`src/rtl/i2c_touch_pkg.sv`:
```
// Shared types and the fixed register-write init table for the touch sensor.
package i2c_touch_pkg;

    typedef enum logic [2:0] {
        S_IDLE       = 3'd0,
        S_INIT_ISSUE = 3'd1,
        S_INIT_WAIT  = 3'd2,
        S_POLL_GAP   = 3'd3,
        S_POLL_ISSUE = 3'd4,
        S_POLL_WAIT  = 3'd5,
        S_FAULT      = 3'd6
    } state_t;

    typedef struct packed {
        logic [7:0] rg;
        logic [7:0] val;
    } init_entry_t;

    localparam int INIT_LEN = 7;
    localparam int IDX_W    = $clog2(INIT_LEN);

    // Soft reset, stop, electrode 0/1 touch/release thresholds, then run.
    localparam init_entry_t INIT_TABLE [INIT_LEN] = '{
        '{8'h80, 8'h63},
        '{8'h5E, 8'h00},
        '{8'h41, 8'h0C},
        '{8'h42, 8'h06},
        '{8'h43, 8'h0C},
        '{8'h44, 8'h06},
        '{8'h5E, 8'h8C}
    };

endpackage

```
`src/rtl/i2c_touch_sequencer_if.sv`:
```
// Command/response bundle between the touch sequencer and the I2C controller.
interface i2c_touch_sequencer_if;

    logic       i2c_start_out;
    logic [6:0] i2c_addr_out;
    logic       i2c_rw_out;
    logic [7:0] i2c_cmd_out;
    logic [7:0] i2c_data_out;
    logic [7:0] i2c_data_in;
    logic       i2c_valid_in;

    modport master (
        output i2c_start_out, i2c_addr_out, i2c_rw_out, i2c_cmd_out, i2c_data_out,
        input  i2c_data_in, i2c_valid_in
    );

    modport slave (
        input  i2c_start_out, i2c_addr_out, i2c_rw_out, i2c_cmd_out, i2c_data_out,
        output i2c_data_in, i2c_valid_in
    );

endinterface

```
`src/rtl/i2c_touch_sequencer_timer.sv`:
```
// Loadable down-counter: load_in presets LIMIT-1, en_in counts toward zero,
// done_out is high while the count sits at zero.
module i2c_txn_timer #(
    parameter int unsigned LIMIT = 2
) (
    input  logic clk_in,
    input  logic rst_n_in,
    input  logic load_in,
    input  logic en_in,
    output logic done_out
);

    localparam int W = (LIMIT > 1) ? $clog2(LIMIT) : 1;
    localparam logic [W-1:0] LOAD_VAL = W'(LIMIT - 1);

    logic [W-1:0] count_q;

    always_ff @(posedge clk_in or negedge rst_n_in) begin
        if (!rst_n_in) begin
            count_q <= '0;
        end else if (load_in) begin
            count_q <= LOAD_VAL;
        end else if (en_in && (count_q != '0)) begin
            count_q <= count_q - 1'b1;
        end
    end

    assign done_out = (count_q == '0);

endmodule

```
`src/rtl/i2c_touch_sequencer.sv`:
```
// Runs the sensor init table after enable, then polls the touch-status register
// with timeout/retry, publishing the touch bitmap and latching a fault.
module i2c_touch_sequencer
    import i2c_touch_pkg::*;
#(
    parameter logic [6:0]  DEV_ADDR       = 7'h5A,
    parameter logic [7:0]  STATUS_REG     = 8'h00,
    parameter int unsigned POLL_CYCLES    = 1_000_000,
    parameter int unsigned TIMEOUT_CYCLES = 2_000_000,
    parameter int unsigned MAX_FAIL       = 3
) (
    input  logic                  clk_in,
    input  logic                  rst_n_in,
    input  logic                  enable_in,
    i2c_touch_sequencer_if.master bus,
    output logic                  init_done_out,
    output logic [7:0]            touch_out,
    output logic                  touch_valid_out,
    output logic                  touch_changed_out,
    output logic                  error_out
);

    localparam int FAIL_W = $clog2(MAX_FAIL + 1);
    localparam logic [IDX_W-1:0]  IDX_LAST   = IDX_W'(INIT_LEN - 1);
    localparam logic [FAIL_W-1:0] FAIL_LIMIT = FAIL_W'(MAX_FAIL);

    state_t              state_q, state_d;
    logic [IDX_W-1:0]    idx_q, idx_d;
    logic [FAIL_W-1:0]   fail_q, fail_d, fail_inc;
    logic                start_q, start_d;
    logic                rw_q, rw_d;
    logic [7:0]          cmd_q, cmd_d;
    logic [7:0]          data_q, data_d;
    logic [7:0]          touch_q, touch_d;
    logic                tvalid_q, tvalid_d;
    logic                tchg_q, tchg_d;
    logic                init_done_q, init_done_d;
    logic                err_q, err_d;

    logic                in_wait, gap_load, gap_done, to_done, timeout;
    init_entry_t         entry;

    assign in_wait  = (state_q == S_INIT_WAIT) || (state_q == S_POLL_WAIT);
    assign gap_load = (state_d == S_POLL_GAP) && (state_q != S_POLL_GAP);
    // The timeout counter is preset while the start pulse is out, so the
    // stale count cannot fire during that first WAIT cycle.
    assign timeout  = in_wait && !start_q && to_done;
    assign fail_inc = fail_q + 1'b1;
    assign entry    = INIT_TABLE[idx_q];

    i2c_txn_timer #(.LIMIT(POLL_CYCLES)) u_gap_timer (
        .clk_in   (clk_in),
        .rst_n_in (rst_n_in),
        .load_in  (gap_load),
        .en_in    (state_q == S_POLL_GAP),
        .done_out (gap_done)
    );

    i2c_txn_timer #(.LIMIT(TIMEOUT_CYCLES)) u_timeout_timer (
        .clk_in   (clk_in),
        .rst_n_in (rst_n_in),
        .load_in  (start_q),
        .en_in    (in_wait),
        .done_out (to_done)
    );

    always_comb begin
        state_d     = state_q;
        idx_d       = idx_q;
        fail_d      = fail_q;
        start_d     = 1'b0;
        rw_d        = rw_q;
        cmd_d       = cmd_q;
        data_d      = data_q;
        touch_d     = touch_q;
        tvalid_d    = 1'b0;
        tchg_d      = 1'b0;
        init_done_d = init_done_q;
        err_d       = err_q;

        case (state_q)
            S_IDLE: begin
                if (enable_in) state_d = S_INIT_ISSUE;
            end
            S_INIT_ISSUE: begin
                start_d = 1'b1;
                rw_d    = 1'b0;
                cmd_d   = entry.rg;
                data_d  = entry.val;
                state_d = enable_in ? S_INIT_WAIT : S_IDLE;
            end
            S_INIT_WAIT: begin
                if (bus.i2c_valid_in) begin
                    fail_d = '0;
                    if (!enable_in) begin
                        state_d = S_IDLE;
                    end else if (idx_q == IDX_LAST) begin
                        init_done_d = 1'b1;
                        state_d     = S_POLL_GAP;
                    end else begin
                        idx_d   = idx_q + 1'b1;
                        state_d = S_INIT_ISSUE;
                    end
                end else if (timeout) begin
                    fail_d = fail_inc;
                    if (!enable_in) begin
                        state_d = S_IDLE;
                    end else if (fail_inc == FAIL_LIMIT) begin
                        err_d   = 1'b1;
                        state_d = S_FAULT;
                    end else begin
                        state_d = S_INIT_ISSUE;
                    end
                end
            end
            S_POLL_GAP: begin
                if (!enable_in)    state_d = S_IDLE;
                else if (gap_done) state_d = S_POLL_ISSUE;
            end
            S_POLL_ISSUE: begin
                start_d = 1'b1;
                rw_d    = 1'b1;
                cmd_d   = STATUS_REG;
                data_d  = 8'h00;
                state_d = enable_in ? S_POLL_WAIT : S_IDLE;
            end
            S_POLL_WAIT: begin
                // A finishing read is published even if enable has dropped.
                if (bus.i2c_valid_in) begin
                    fail_d   = '0;
                    touch_d  = bus.i2c_data_in;
                    tvalid_d = 1'b1;
                    tchg_d   = (bus.i2c_data_in != touch_q);
                    state_d  = enable_in ? S_POLL_GAP : S_IDLE;
                end else if (timeout) begin
                    fail_d = fail_inc;
                    if (!enable_in) begin
                        state_d = S_IDLE;
                    end else if (fail_inc == FAIL_LIMIT) begin
                        err_d   = 1'b1;
                        state_d = S_FAULT;
                    end else begin
                        state_d = S_POLL_ISSUE;
                    end
                end
            end
            S_FAULT: begin
                if (!enable_in) state_d = S_IDLE;
            end
            default: state_d = S_IDLE;
        endcase

        if (state_d == S_IDLE) begin
            idx_d       = '0;
            fail_d      = '0;
            init_done_d = 1'b0;
            err_d       = 1'b0;
        end
    end

    always_ff @(posedge clk_in or negedge rst_n_in) begin
        if (!rst_n_in) begin
            state_q     <= S_IDLE;
            idx_q       <= '0;
            fail_q      <= '0;
            start_q     <= 1'b0;
            rw_q        <= 1'b0;
            cmd_q       <= '0;
            data_q      <= '0;
            touch_q     <= '0;
            tvalid_q    <= 1'b0;
            tchg_q      <= 1'b0;
            init_done_q <= 1'b0;
            err_q       <= 1'b0;
        end else begin
            state_q     <= state_d;
            idx_q       <= idx_d;
            fail_q      <= fail_d;
            start_q     <= start_d;
            rw_q        <= rw_d;
            cmd_q       <= cmd_d;
            data_q      <= data_d;
            touch_q     <= touch_d;
            tvalid_q    <= tvalid_d;
            tchg_q      <= tchg_d;
            init_done_q <= init_done_d;
            err_q       <= err_d;
        end
    end

    assign bus.i2c_start_out = start_q;
    assign bus.i2c_addr_out  = DEV_ADDR;
    assign bus.i2c_rw_out    = rw_q;
    assign bus.i2c_cmd_out   = cmd_q;
    assign bus.i2c_data_out  = data_q;

    assign init_done_out     = init_done_q;
    assign touch_out         = touch_q;
    assign touch_valid_out   = tvalid_q;
    assign touch_changed_out = tchg_q;
    assign error_out         = err_q;

endmodule

```
`src/flat_wrapper.sv`:
```
// flat-port wrapper written by rule: the top's interface ports become plain ports
module i2c_touch_sequencer_flat import i2c_touch_pkg::*;
#(
    parameter logic [6:0]  DEV_ADDR       = 7'h5A,
    parameter logic [7:0]  STATUS_REG     = 8'h00,
    parameter int unsigned POLL_CYCLES    = 1_000_000,
    parameter int unsigned TIMEOUT_CYCLES = 2_000_000,
    parameter int unsigned MAX_FAIL       = 3
)
  (clk_in, rst_n_in, enable_in, init_done_out, touch_out, touch_valid_out, touch_changed_out, error_out, bus_i2c_start_out, bus_i2c_addr_out, bus_i2c_rw_out, bus_i2c_cmd_out, bus_i2c_data_out, bus_i2c_data_in, bus_i2c_valid_in);
  i2c_touch_sequencer_if bus_i ();
  input  logic clk_in;
  input  logic rst_n_in;
  input  logic enable_in;
  output logic init_done_out;
  output logic [7:0] touch_out;
  output logic touch_valid_out;
  output logic touch_changed_out;
  output logic error_out;
  output wire logic [$bits(bus_i.i2c_start_out)-1:0] bus_i2c_start_out;
  output wire logic [$bits(bus_i.i2c_addr_out)-1:0] bus_i2c_addr_out;
  output wire logic [$bits(bus_i.i2c_rw_out)-1:0] bus_i2c_rw_out;
  output wire logic [$bits(bus_i.i2c_cmd_out)-1:0] bus_i2c_cmd_out;
  output wire logic [$bits(bus_i.i2c_data_out)-1:0] bus_i2c_data_out;
  input wire logic [$bits(bus_i.i2c_data_in)-1:0] bus_i2c_data_in;
  input wire logic [$bits(bus_i.i2c_valid_in)-1:0] bus_i2c_valid_in;
  assign bus_i2c_start_out = bus_i.i2c_start_out;
  assign bus_i2c_addr_out = bus_i.i2c_addr_out;
  assign bus_i2c_rw_out = bus_i.i2c_rw_out;
  assign bus_i2c_cmd_out = bus_i.i2c_cmd_out;
  assign bus_i2c_data_out = bus_i.i2c_data_out;
  assign bus_i.i2c_data_in = bus_i2c_data_in;
  assign bus_i.i2c_valid_in = bus_i2c_valid_in;
  i2c_touch_sequencer #(.DEV_ADDR(DEV_ADDR), .STATUS_REG(STATUS_REG), .POLL_CYCLES(POLL_CYCLES), .TIMEOUT_CYCLES(TIMEOUT_CYCLES), .MAX_FAIL(MAX_FAIL)) u_core (.clk_in(clk_in), .rst_n_in(rst_n_in), .enable_in(enable_in), .bus(bus_i), .init_done_out(init_done_out), .touch_out(touch_out), .touch_valid_out(touch_valid_out), .touch_changed_out(touch_changed_out), .error_out(error_out));
endmodule
```
`config.mk`:
```
export PLATFORM = sky130hd
export DESIGN_NAME = i2c_touch_sequencer_flat
export DESIGN_NICKNAME = d
export VERILOG_FILES = /design/src/rtl/i2c_touch_pkg.sv /design/src/rtl/i2c_touch_sequencer_if.sv /design/src/rtl/i2c_touch_sequencer_timer.sv /design/src/rtl/i2c_touch_sequencer.sv /design/src/flat_wrapper.sv
export SDC_FILE = /design/constraint.sdc
export NUM_CORES = 1
export LEC_CHECK = 0
export BUFFER_PORTS_ARGS = -buffer_cell sky130_fd_sc_hd__buf_2
export CAP_MARGIN = 20
export CORE_MARGIN = 3
export CORE_UTILIZATION = 45
export CTS_BUF_LIST = sky130_fd_sc_hd__clkbuf_16
export DETAILED_ROUTE_END_ITERATION = 12
export GPL_TIMING_DRIVEN = 0
export REMOVE_ABC_BUFFERS = 1
export SLEW_MARGIN = 20
export SYNTH_ARGS = -nofsm -noshare
export SYNTH_HDL_FRONTEND = slang
export SYNTH_SLANG_ARGS = --single-unit
```
`constraint.sdc`:
```
create_clock -name clk_in -period 4.55 [get_ports clk_in]
set_input_delay 0.6825 -clock clk_in [delete_from_list [all_inputs] [get_ports clk_in]]
set_output_delay 0.6825 -clock clk_in [all_outputs]
set_load 0.05 [all_outputs]
```
=== Word level (Yosys, flattened, before mapping) ===
Memories as Yosys holds them, arrays and structs flattened.
Index checks and enable logic that the tools add are counted.

* $add $sub $neg: 4
* Order comparisons: 1
* Equal/unequal tests: 13
* Muxes and demuxes: 52
* Bitwise operators: 1
* Reductions and logical operators: 31

{| class="wikitable"
|+ Operator list
! kind !! number
|-
| 2-to-1 mux 3 bit || 18
|-
| 2-to-1 mux 21 bit || 2
|-
| 2-to-1 mux 20 bit || 2
|-
| 2-to-1 mux 16 bit || 2
|-
| case mux 8 bit (2 select lines) || 2
|-
| zero test 21 bit || 1
|-
| case mux 3 bit (7 select lines) || 1
|-
| nonzero test 21 bit || 1
|-
| subtractor 21 x 1 -> 21 bit (second input constant) || 1
|-
| zero test 20 bit || 1
|-
| nonzero test 2 bit || 10
|-
| nonzero test 20 bit || 1
|-
| subtractor 20 x 1 -> 20 bit (second input constant) || 1
|-
| 2-to-1 mux 1 bit || 16
|-
| 2-to-1 mux 2 bit || 8
|-
| equality test 3 bit (second input constant) || 4
|-
| equality test 3 x 2 -> 1 bit (second input constant) || 3
|-
| inequality test 8 bit || 1
|-
| AND reduction 4 bit || 2
|-
| zero test 3 bit || 2
|-
| logical AND 1 bit || 5
|-
| AND reduction 5 bit || 1
|-
| greater-or-equal comparator 4 bit (second input constant) || 1
|-
| inverter 3 -> 4 bit || 1
|-
| 13 further kinds || 15
|}

* Register bits after elaboration: 79
* Memory bits (read-only): 128
* Bits of input ports: 12
* Output and inout port bits: 37
* Logic and storage cells: 117
* Memories: 1

{| class="wikitable"
|+ Memory list
! memory !! depth !! bits a word !! rd ports !! clocked after memory_dff !! write ports !! line !! source
|-
| (no name shown) || 8 || 16 || 1 || 0 || 0 || i2c_touch_sequencer.sv:49 || <nowiki>assign entry = INIT_TABLE[idx_q];</nowiki>
|}

=== Logic depth before layout (Yosys ltp) ===
Gate-level depths: netlist of the first run.

* Word-level depth: 10
* Gate-level depth with buffers: 9
* Depth with buffers taken out: 8

=== By module ===
From an unflattened synthesis of the first run, not the netlist that was laid out.

* Cells, all modules: 466
* Area, all modules: 4570.6 µm²

{| class="wikitable"
|+ By module, submodules not included
! module !! instances !! cells each !! area each (µm²)
|-
| i2c_touch_sequencer || 1 || 185 || 1884.3
|-
| i2c_txn_timer at u_core.u_timeout_timer || 1 || 141 || 1360.1
|-
| i2c_txn_timer at u_core.u_gap_timer || 1 || 140 || 1326.3
|}

=== Worst setup path after synthesis of the first run ===
No wires, ideal clock.

* Path kind: register to register
* Start: register u_core.u_gap_timer.count_q[11]
* End: register u_core.err_q (netlist: u_core.error_out)
* Data arrival time: 1981 ps
* Data required time: 4418 ps
* Slack: 2438 ps
* Cell stages (with the launch flop): 7
* Clock period less this slack: 2112 ps
* Cells stage by stage: dfrtp_1 -> or4_4 -> nand4b_4 -> and2_0 -> o31ai_1 -> o211a_2 -> o211ai_2

* Longest elaborated chain between the ends: 7
* Elaborated cells between the ends (all ways): 12
* Classes of those cells: 1 x eq/ne; 4 x mux; 7 x reduce/logical

{| class="wikitable"
|+ RTL lines
! item !! line !! source
|-
| start, declared || i2c_touch_sequencer_timer.sv:16 || <nowiki>logic [W-1:0] count_q;</nowiki>
|-
| start signal, assigned || i2c_touch_sequencer_timer.sv:24 || <nowiki>count_q <= count_q - 1'b1;</nowiki>
|-
| zero test 20 bit * || i2c_touch_sequencer_timer.sv:28 || <nowiki>assign done_out = (count_q == '0);</nowiki>
|-
| 2-to-1 mux 3 bit * || i2c_touch_sequencer.sv:118 || <nowiki>else if (gap_done) state_d = S_POLL_ISSUE;</nowiki>
|-
| 2-to-1 mux 3 bit * || i2c_touch_sequencer.sv:117 || <nowiki>if (!enable_in) state_d = S_IDLE;</nowiki>
|-
| case mux 3 bit (7 select lines) * || i2c_touch_sequencer.sv:81 || <nowiki>case (state_q)</nowiki>
|-
| zero test 3 bit * || i2c_touch_sequencer.sv:153 || <nowiki>if (state_d == S_IDLE) begin</nowiki>
|-
| inequality test 2 x 1 -> 1 bit (no line) / nonzero test 2 bit (equally long branches) || -- ||
|-
| AND reduction 5 bit (no line) || -- ||
|-
| end signal, assigned || i2c_touch_sequencer.sv:187 || <nowiki>err_q <= err_d;</nowiki>
|-
| end, declared || i2c_touch_sequencer.sv:38 || <nowiki>logic err_q, err_d;</nowiki>
|}

Mark *: on every way between the ends. The rest lies on a longest branch, timed or not.
A chain may end at the register's enable or synchronous reset.

=== Worst setup path after layout of the first run ===
* Start: register u_core.u_timeout_timer.count_q[5]
* End: register u_core.u_timeout_timer.count_q[15]

* Longest elaborated chain between the ends: 3
* Elaborated cells between the ends (all ways): 6
* Classes of those cells: 1 x add/sub; 2 x mux; 3 x reduce/logical

{| class="wikitable"
|+ RTL lines
! item !! line !! source
|-
| start, declared || i2c_touch_sequencer_timer.sv:16 ||
|-
| start signal, assigned || i2c_touch_sequencer_timer.sv:24 ||
|-
| subtractor 21 x 1 -> 21 bit / nonzero test 21 bit (equally long branches) || i2c_touch_sequencer_timer.sv:24, i2c_touch_sequencer_timer.sv:23 ||
|-
| 2-to-1 mux 21 bit / logical AND 1 bit (equally long branches) || i2c_touch_sequencer_timer.sv:23 || <nowiki>end else if (en_in && (count_q != '0)) begin</nowiki>
|-
| 2-to-1 mux 21 bit / nonzero test 2 bit (equally long branches) || -- ||
|}

Parallel ways exist; a longest one is shown, timed or not. The select of a mux whose other input is x is not followed.

==> results by stage, run 1 <==
Clock network:
- In this run the deepest clock path goes through 2 buffers.
- Clock latency on the worst-skew pair, taken at its later pin, is 0.33 ns.
- The master cell of the clock root buffer is clkbuf_16.
- Post-CTS timing repair inserted 0 buffers for setup.
- The TritonCTS clock tree is yes.
- The clock-pin slew of the registers on the worst-case setup and hold paths is 0.06 ns.
- Once the clock tree was built, the resizer swapped 0 gates to a different size.
- Buffers inserted to repair hold after CTS numbered 0.
- Clock tree synthesis inserted a total of 9 buffers.
- The H-tree generated during clock tree synthesis spans 3 levels.
- The clock net in this run drives a total of 73 sinks.

Timing:
- Of the available clock period, the critical path in the final layout requires 0.595.
- The count of final setup violators is 0.
- The number of hold-slack violations in the final timing report is 0.
- Static timing analysis puts the maximum clock frequency at 0.370 GHz.
- The worst hold-check slack is 0.312 ns.
- The smallest clock period supported by the final layout is computed as 2.71 ns.
- For the pin with the worst max-slew slack, the measured transition is 0.910 ns.
- For the final database, setup skew stands at 0.00719 ns.
- Setup repair after global routing left no endpoint under its margin.
- The final setup TNS is 0 ns.
- The worst-case headroom to the max-slew limit is 0.390.
- The final number of max-transition violations is 0.
- The post-route worst setup slack is 1.84 ns.

Pwr:
- The share of total power dissipated in the clock network is 0.359.
- The analysis attributes to cell leakage a power of 1.87 nW.
- Of the total power, combinational logic draws 0.226.
- Overall power consumption after layout is estimated at 1.90 mW.
- The proportion of total power due to net switching is 0.338.
- The analysis attributes to net switching a power of 0.644 mW.
- Of the total power, registers draw 0.415.
- The power density relative to cell area is 425 mW/mm^2.
- The worst-case IR drop observed on VDD is 0.000226 V.
- The internal portion of the total power is 1.26 mW.

Yosys:
- The synthesized area per cell is 9.74 um^2.
- The proportion of synthesized chip area in sequential cells is 0.461.
- By area the synthesized netlist is led by dfrtp_1 (46%), xor2_1 (6.0%), nand2_1 (3.3%).
- The netlist area before placement is 0.00396 mm^2.
- By area, the combinational part of the netlist is dominated by simple AND/OR/NAND/NOR gates.
- Of all flip-flops after synthesis, the portion carrying an async set or reset was 1.00.
- Of the total synthesized cell area, the portion taken by full adders, half adders and majority gates is 0.0284.
- The count of flip-flops with a built-in enable after synthesis is 0.
- Of the total synthesized cell area, the portion taken by XOR and XNOR cells is 0.0862.
- The portion of synthesized cell area occupied by the leading cell type is 0.461.
- The main flop type after synthesis is dfrtp_1.
- Summed over all instances, the cell type with the most area after synthesis is dfrtp_1.
- Measured against the total synthesized area, the mux share comes to 0.0303.
- The post-synthesis compound-gate area fraction is 0.123.
- Of the total synthesized cell area, the portion taken by AND, OR, NAND and NOR gates is 0.213.
- Synthesis instantiated 59 different standard cells from the library.
- During synthesis, Yosys emitted a total of 0 warnings.
- Synthesis produced a netlist whose cell count is 407.
- The number of flip-flops and latches in the synthesized netlist is 73.

Layout:
- The register cell area after layout is 0.00183 mm^2.
- Summing all multi-input logic gate instances after layout gives 0.00196 mm^2.
- The final standard cell area without fillers is 0.00448 mm^2.
- From synthesis to final layout, the design area changed by 13.0%.
- For this run, the share of the core covered by cells in the final layout is 0.534.
- The number of diodes is 0.
- The filler cell count in the final layout is 775.
- The share of final-layout standard cells stronger than drive strength 1 is 0.177.
- The post-layout net count is 457.
- The non-filler instance count after layout is 545.

Die:
- 49 I/O pins were placed.
- The floorplan has 33 rows.
- Measured along the x axis, the die boundary spans 99.9 um.
- The die area is 0.00997 mm^2.
- The initial utilization of the core area, before any placement, comes to 0.473.
- The height of the die is 99.9 um.
- The core box area is 0.00838 mm^2.

Route:
- The final routed wirelength across all metal layers is 7.67 mm.
- The pre-antenna-repair detailed-routing pass consisted of 4 iterations.
- After detailed routing, the number of vias per cell comes to 5.26.
- Dividing the detail-routed wire length by the instance count gives 14.1 um.
- The routed layout has 2867 vias.
- In the routed design, unresolved DRC markers number 0.
- For this block, the initial DRC count from the detailed router was 123.
- The post-detailed-route count of antenna-violating nets is 0.

Placement:
- Summed over all nets, the half-perimeter wirelength after detailed placement is 5.45 mm.
- The number of input and output port buffers inserted is 39.
- At the end of routability-driven placement, the weighted congestion stood at 0.747.
- The area of placed instances is 0.00419 mm^2.
- After detailed placement, the design holds a cell count of 530.
- The post-place setup slack is 1.86 ns.

Global routing:
- The global routing met2 resource utilization is 0.268.
- The most crowded layer after global routing is met2.
- For this run the aggregate overflow at the end of global routing stands at 0.
- The met1 usage in global routing is 0.221.
- The routing usage on met3 is 0.0403.
- The global-route usage over all layers is 0.168.
- The via count of the first global-routing pass is 2848.
- The initial antenna violation count is 0.
- The first-pass GRT wire length is 13.5 mm.
- Entering global routing, the biggest net connects 39 pins.

Setup path:
- The worst setup path is of the register to register kind.
- STA puts the critical path data required time at 4.76 ns.
- The maximum fanout along the worst path is 13.
- At the worst endpoint, the arrival time is 2.91 ns.
- STA classifies the critical path endpoint as a register.
- The worst setup path is launched from a register.

Run:
- Across the run, the number of max-cap violations was 0.

Status:
- The run finished with clean final reports.

Min path:
- The path class of the tightest hold or removal check is input port to async pin.
-- cell usage after synthesis (all sizes together), types with 3 or more instances --
master and n:
nor3 11, xnor2 12, clkbuf 10, nor2b 5
nor2 34, or3 12, and3 4, nand3 7
ha 9, nand2b 13, mux2i 3, o211ai 7
inv 16, o21ai 23, mux2 8, dfrtp 73
a21oi 19, nand3b 4, nand4 3, a22oi 3
nor3b 3, xor2 27, o21bai 4, or4 5
nand2 35, a21boi 3, buf 19, nor4 8
-- area by class of cell --
cell class	count	share of cell area
inverters	16	0.0134
repair buffers	40	0.0486
clock buffers	9	0.0503
multi-input cells	296	0.437
well taps	105	0.0293
clock inverters	6	0.0134
flip-flops and latches	73	0.408
-- metal layers --
layer	up-vias	routed length, um	part of all wire
met2	39	3690	0.48
met3	10	243	0.032
met4	0	127	0.017
met5	-	0	0
met1	1365	3600	0.47
li1	1453	-	-
-- critical path: stages (launching register included) --
cell	delay, ns
dfrtp_1	0.41
or4_4	0.56
nor3_2	0.75
a211oi_2	0.38
nand4b_1	0.24
xor2_1	0.16
nand2b_1	0.07
-- final timing paths --
| check | startpoint | endpoint | slack (ns) | cells past startpoint |
|---|---|---|---|---|
| max in group asynchronous | rst_n_in | u_core.fail_q[1] | 3.68 | 2 |
| hold reg to reg | u_core.bus.i2c_data_out[3] | u_core.bus.i2c_data_out[3] | 0.48 | 2 |
| hold / removal | rst_n_in | u_core.u_gap_timer.count_q[4] | 0.31 | 1 |
| setup / recovery | u_core.u_timeout_timer.count_q[5] | u_core.u_timeout_timer.count_q[15] | 1.84 | 6 |
| setup reg to reg | u_core.u_timeout_timer.count_q[5] | u_core.u_timeout_timer.count_q[15] | 1.84 | 6 |
| min in group clk_in | u_core.bus.i2c_data_out[3] | u_core.bus.i2c_data_out[3] | 0.48 | 2 |
-- layout by cell type (no fill, tap or decap), types with 3 or more instances in the layout --
cell        n
and3_1      4
a21oi_1    19
nor2b_1     5
ha_1        9
nor4_1      8
or4_1       3
xnor2_1    12
nand4_1     3
nand2_1    35
o211ai_1    6
nor3_1      9
nand3_1     7
mux2i_1     3
dfrtp_1    73
buf_2      38
a21boi_0    3
mux2_2      8
o21bai_1    4
nor2_1     34
a22oi_1     3
clkinv_2    3
nand3b_1    4
xor2_1     27
o21ai_0    21
conb_1      9
nand2b_1   13
clkbuf_16   9
or3_1      11
inv_1      16
-- cell families (layout without fill, tap and decap cells) --
| family | after synthesis | in the layout |
|---|---|---|
| AOI/OAI and AO/OA | 75 | 75 |
| buffers and inverters | 45 | 71 |
| xor gates and xnor gates | 39 | 39 |
| muxes | 11 | 11 |
| DFF | 73 | 73 |
| and+or+nand+nor | 153 | 153 |
| other | 2 | 9 |
| adders and majority gates | 9 | 9 |
-- power groups by stage --
stage	combinational, mW	sequential (mW)	clock [mW]
floorplan	0.184	0.932	0
global placement	0.423	0.800	0
finish	0.431	0.790	0.684
CTS	0.438	0.792	0.699
global route	0.474	0.804	0.729
detailed placement	0.436	0.803	0
-- flip-flops by register name, indices dropped and copies added, names as in the netlist --
| signal | count |
|---|---|
| u_core.init_done_out | 1 |
| u_core.error_out | 1 |
| u_core.u_gap_timer.count_q | 20 |
| u_core.idx_q | 3 |
| u_core.bus.i2c_data_out | 5 |
| u_core.touch_changed_out | 1 |
| u_core.state_q | 3 |
| u_core.bus.i2c_start_out | 1 |
| u_core.bus.i2c_cmd_out | 5 |
| u_core.fail_q | 2 |
| u_core.touch_valid_out | 1 |
| u_core.touch_out | 8 |
| u_core.u_timeout_timer.count_q | 21 |
| u_core.bus.i2c_rw_out | 1 |
(Power assumes the default switching activity.)
==> inputs of run 2 (changes only) <==
==> constraint.sdc (replaced) <==
create_clock -name clk_in -period 2.5 [get_ports clk_in]
set_input_delay 0.375 -clock clk_in [delete_from_list [all_inputs] [get_ports clk_in]]
set_output_delay 0.375 -clock clk_in [all_outputs]
set_load 0.05 [all_outputs]
==> results by stage, run 2 (synthesis gave the netlist of run 1 again) <==
Route:
- The sum of met3 wire segment lengths after detailed routing is 276 um (was 243 um).
- The post-detailed-route DRC marker count is 0 (unchanged).
- The total number of vias came to 2906 (was 2867).
- The detailed-routing wirelength on met1 was 3.62 mm (was 3.60 mm).
- The post-detailed-route count of antenna-violating nets was 0 (unchanged).
- The amount of wire on met2 after detailed routing was 3.71 mm (was 3.69 mm).
- The total iterations of the first detailed-routing run is 4 (unchanged).
- The top routing layer in use is met4 (unchanged).
- The via density per instance came to 5.32 (was 5.26).
- The DRC marker count from the first detailed-route iteration is 137 (was 123).
- The final routed wirelength across all metal layers was 7.72 mm (was 7.67 mm).
- The average routed wire per standard cell is 14.1 um (about the same).

Die:
- The initial core utilization is 0.473 (unchanged).
- The die area is 0.00997 mm^2 (unchanged).
- The core box area came to 0.00838 mm^2 (unchanged).
- The number of placed I/O pins is 49 (unchanged).
- The placement row count is 33 (unchanged).
- The height of the die is 99.9 um (unchanged).
- The die extent in x is 99.9 um (unchanged).

Clock network:
- The CTS sink count is 73 (unchanged).
- The insertion delay of the later-clocked pin in the worst-skew pair was 0.33 ns (about the same).
- The TritonCTS buffer count is 9 (unchanged).
- The clock-pin slew of the registers on the worst-case setup and hold paths is 0.06 ns (about the same).
- The TritonCTS clock tree is yes (unchanged).
- The master cell of the clock root buffer is clkbuf_16 (unchanged).
- The hold buffer count at CTS is 0 (unchanged).
- The number of H-tree branching levels was 3 (unchanged).
- The maximum number of buffers from clock root to sink came to 2 (unchanged).

Setup path:
- The worst stage delay on the critical path is 0.58 ns (was 0.75 ns).
- The nature of the critical path startpoint was a register (unchanged).
- The kind of cell with the highest combined delay on the critical path is simple AND/OR/NAND/NOR gates (unchanged).
- Cell Chain, Critical Path: or4_4 > nor3_4 > a2111oi_4 > buf_4 > nand2_1 > xor2_1 > nor2_1 (was or4_4 > nor3_2 > a211oi_2 > nand4b_1 > xor2_1 > nand2b_1).
- The maximum fanout along the worst path was 13 (unchanged).
- The critical setup path kind is register to register (unchanged).
- The signal arrival time at the worst endpoint is 2.60 ns (was 2.91 ns).
- The data required time at the worst endpoint is 2.69 ns (was 4.76 ns).
- The number of buffer and inverter instances along the worst setup path was 1 (was 0).
- The kind of end point of the critical path is a register (unchanged).
- The cell with the biggest individual delay on the critical path is or4_4 (was nor3_2).

Placement:
- The area of placed instances is 0.00419 mm^2 (unchanged).
- The number of input and output port buffers inserted is 39 (unchanged).
- The half-perimeter wire length of the detailed placement result came to 5.45 mm (unchanged).
- The placer congestion estimate is 0.747 (unchanged).

Layout:
- The commonest non-fill, non-tap cell in the layout is dfrtp_1 (unchanged).
- The post-layout net count was 458 (was 457).
- The number of diodes was 0 (unchanged).
- The layout overhead on the synthesized area came to 14.0% (was 13.0%).
- The final standard cell area without fillers was 0.00452 mm^2 (was 0.00448 mm^2).
- The share of final-layout standard cells stronger than drive strength 1 is 0.186 (was 0.177).
- The register ranked first by flip-flop count is u_core.u_timeout_timer.count_q (unchanged).
- Top library cells by usage in the layout, fill and taps aside: dfrtp_1 (73), buf_2 (38), nand2_1 (35), nor2_1 (34), xor2_1 (27) (unchanged).
- The number of flip-flops under the largest register name is 21 (unchanged).

Global routing:
- The first-pass GRT wire length came to 13.5 mm (about the same).
- The via count of the first global-routing pass is 2858 (was 2848).
- The global route total overflow is 0 (unchanged).
- The global-route usage over all layers is 0.168 (about the same).
- The largest net degree at the start of global routing is 39 (unchanged).
- The initial antenna violation count is 0 (unchanged).

Pwr:
- The peak supply drop is 0.000412 V (was 0.000226 V).
- The power density relative to cell area was 769 mW/mm^2 (was 425 mW/mm^2).
- The cell leakage power is 1.88 nW (was 1.87 nW).

Timing:
- The final number of max-transition violations came to 0 (unchanged).
- The share of the clock period used by the worst path after layout was 0.966 (was 0.595).
- The number of hold-slack violations in the final timing report is 0 (unchanged).
- The count of final setup violators is 0 (unchanged).
- The final critical path time including I/O delays and setup is 2.42 ns (was 2.71 ns).
- The worst-case headroom to the max-slew limit is 0.415 (was 0.390).
- The worst hold-check slack came to 0.00539 ns (was 0.312 ns).
- The final clock skew is 0.00640 ns (was 0.00719 ns).
- The achievable clock frequency is 0.414 GHz (was 0.370 GHz).
- Unrepaired setup endpoints after global routing: true (was false).
- The transition time at the pin with the least slew margin is 0.878 ns (was 0.910 ns).

Min path:
- The kind of path behind the tightest hold check is input port to async pin (unchanged).

Run:
- The number of max-capacitance violations reported was 0 (unchanged).

Status:
- Run status: finished clean (unchanged).
[run 2: cell types whose count changed in the layout (fill, tap and decap cells not counted), sizes merged]
cell | before | now
buf | 40 | 41
[run 2: cell type report]
type,instances,area (um^2)
clock inverter,6,60.1
multi-input combinational,296,1990
clock buffer,9,225
sequential,73,1830
tap,105,131
timing repair buffer,41,225
fill,777,3860
inverter,16,60.1
[run 2: metal layers]
metal  track usage  vias up
li1              -     1453
met1         0.221     1401
met2         0.269       44
met3        0.0403        8
met4        0.0641        0
met5             0        -
[run 2: worst paths after layout]
kind / from / endpoint / slack, ns / depth (start not counted)
min in group clk_in: bus_i2c_data_in[7] / u_core.touch_out[7] / 0.30 / 2
max in group asynchronous: rst_n_in / u_core.fail_q[1] / 1.94 / 2
setup reg to reg: u_core.u_timeout_timer.count_q[5] / u_core.u_timeout_timer.count_q[8] / 0.08 / 7
setup / recovery: u_core.u_timeout_timer.count_q[5] / u_core.u_timeout_timer.count_q[8] / 0.08 / 7
hold / removal: rst_n_in / u_core.u_gap_timer.count_q[4] / 0.005 / 1
hold reg to reg: u_core.bus.i2c_data_out[3] / u_core.bus.i2c_data_out[3] / 0.48 / 2
[run 2: timing repair]
action	CTS	global route
buffers inserted	0	1
resized for setup	1	5
endpoints found under the setup margin	20	19
[run 2: through the flow]
step / worst slack, ns / power [mW] / cells / TNS [ns] / utilization
final: 0.0840 / 3.47 / 546 / 0 / 0.539
after detailed placement: -0.189 / 2.26 / 530 / -1.98 / 0.500
after CTS: 0.0602 / 3.51 / 545 / 0 / 0.535
after global placement: -0.302 / 2.23 / 529 / -3.65 / 0.495
after floorplan: 0.190 / 2.03 / 385 / 0 / -
after global routing: -0.0646 / 3.66 / 546 / -0.225 / 0.539
[run 2: report_power, final]
| group | total [mW] | internal, mW | switching [mW] |
|---|---|---|---|
| registers | 1.44 | 1.30 | 0.137 |
| logic | 0.793 | 0.234 | 0.559 |
| clock network | 1.24 | 0.760 | 0.481 |
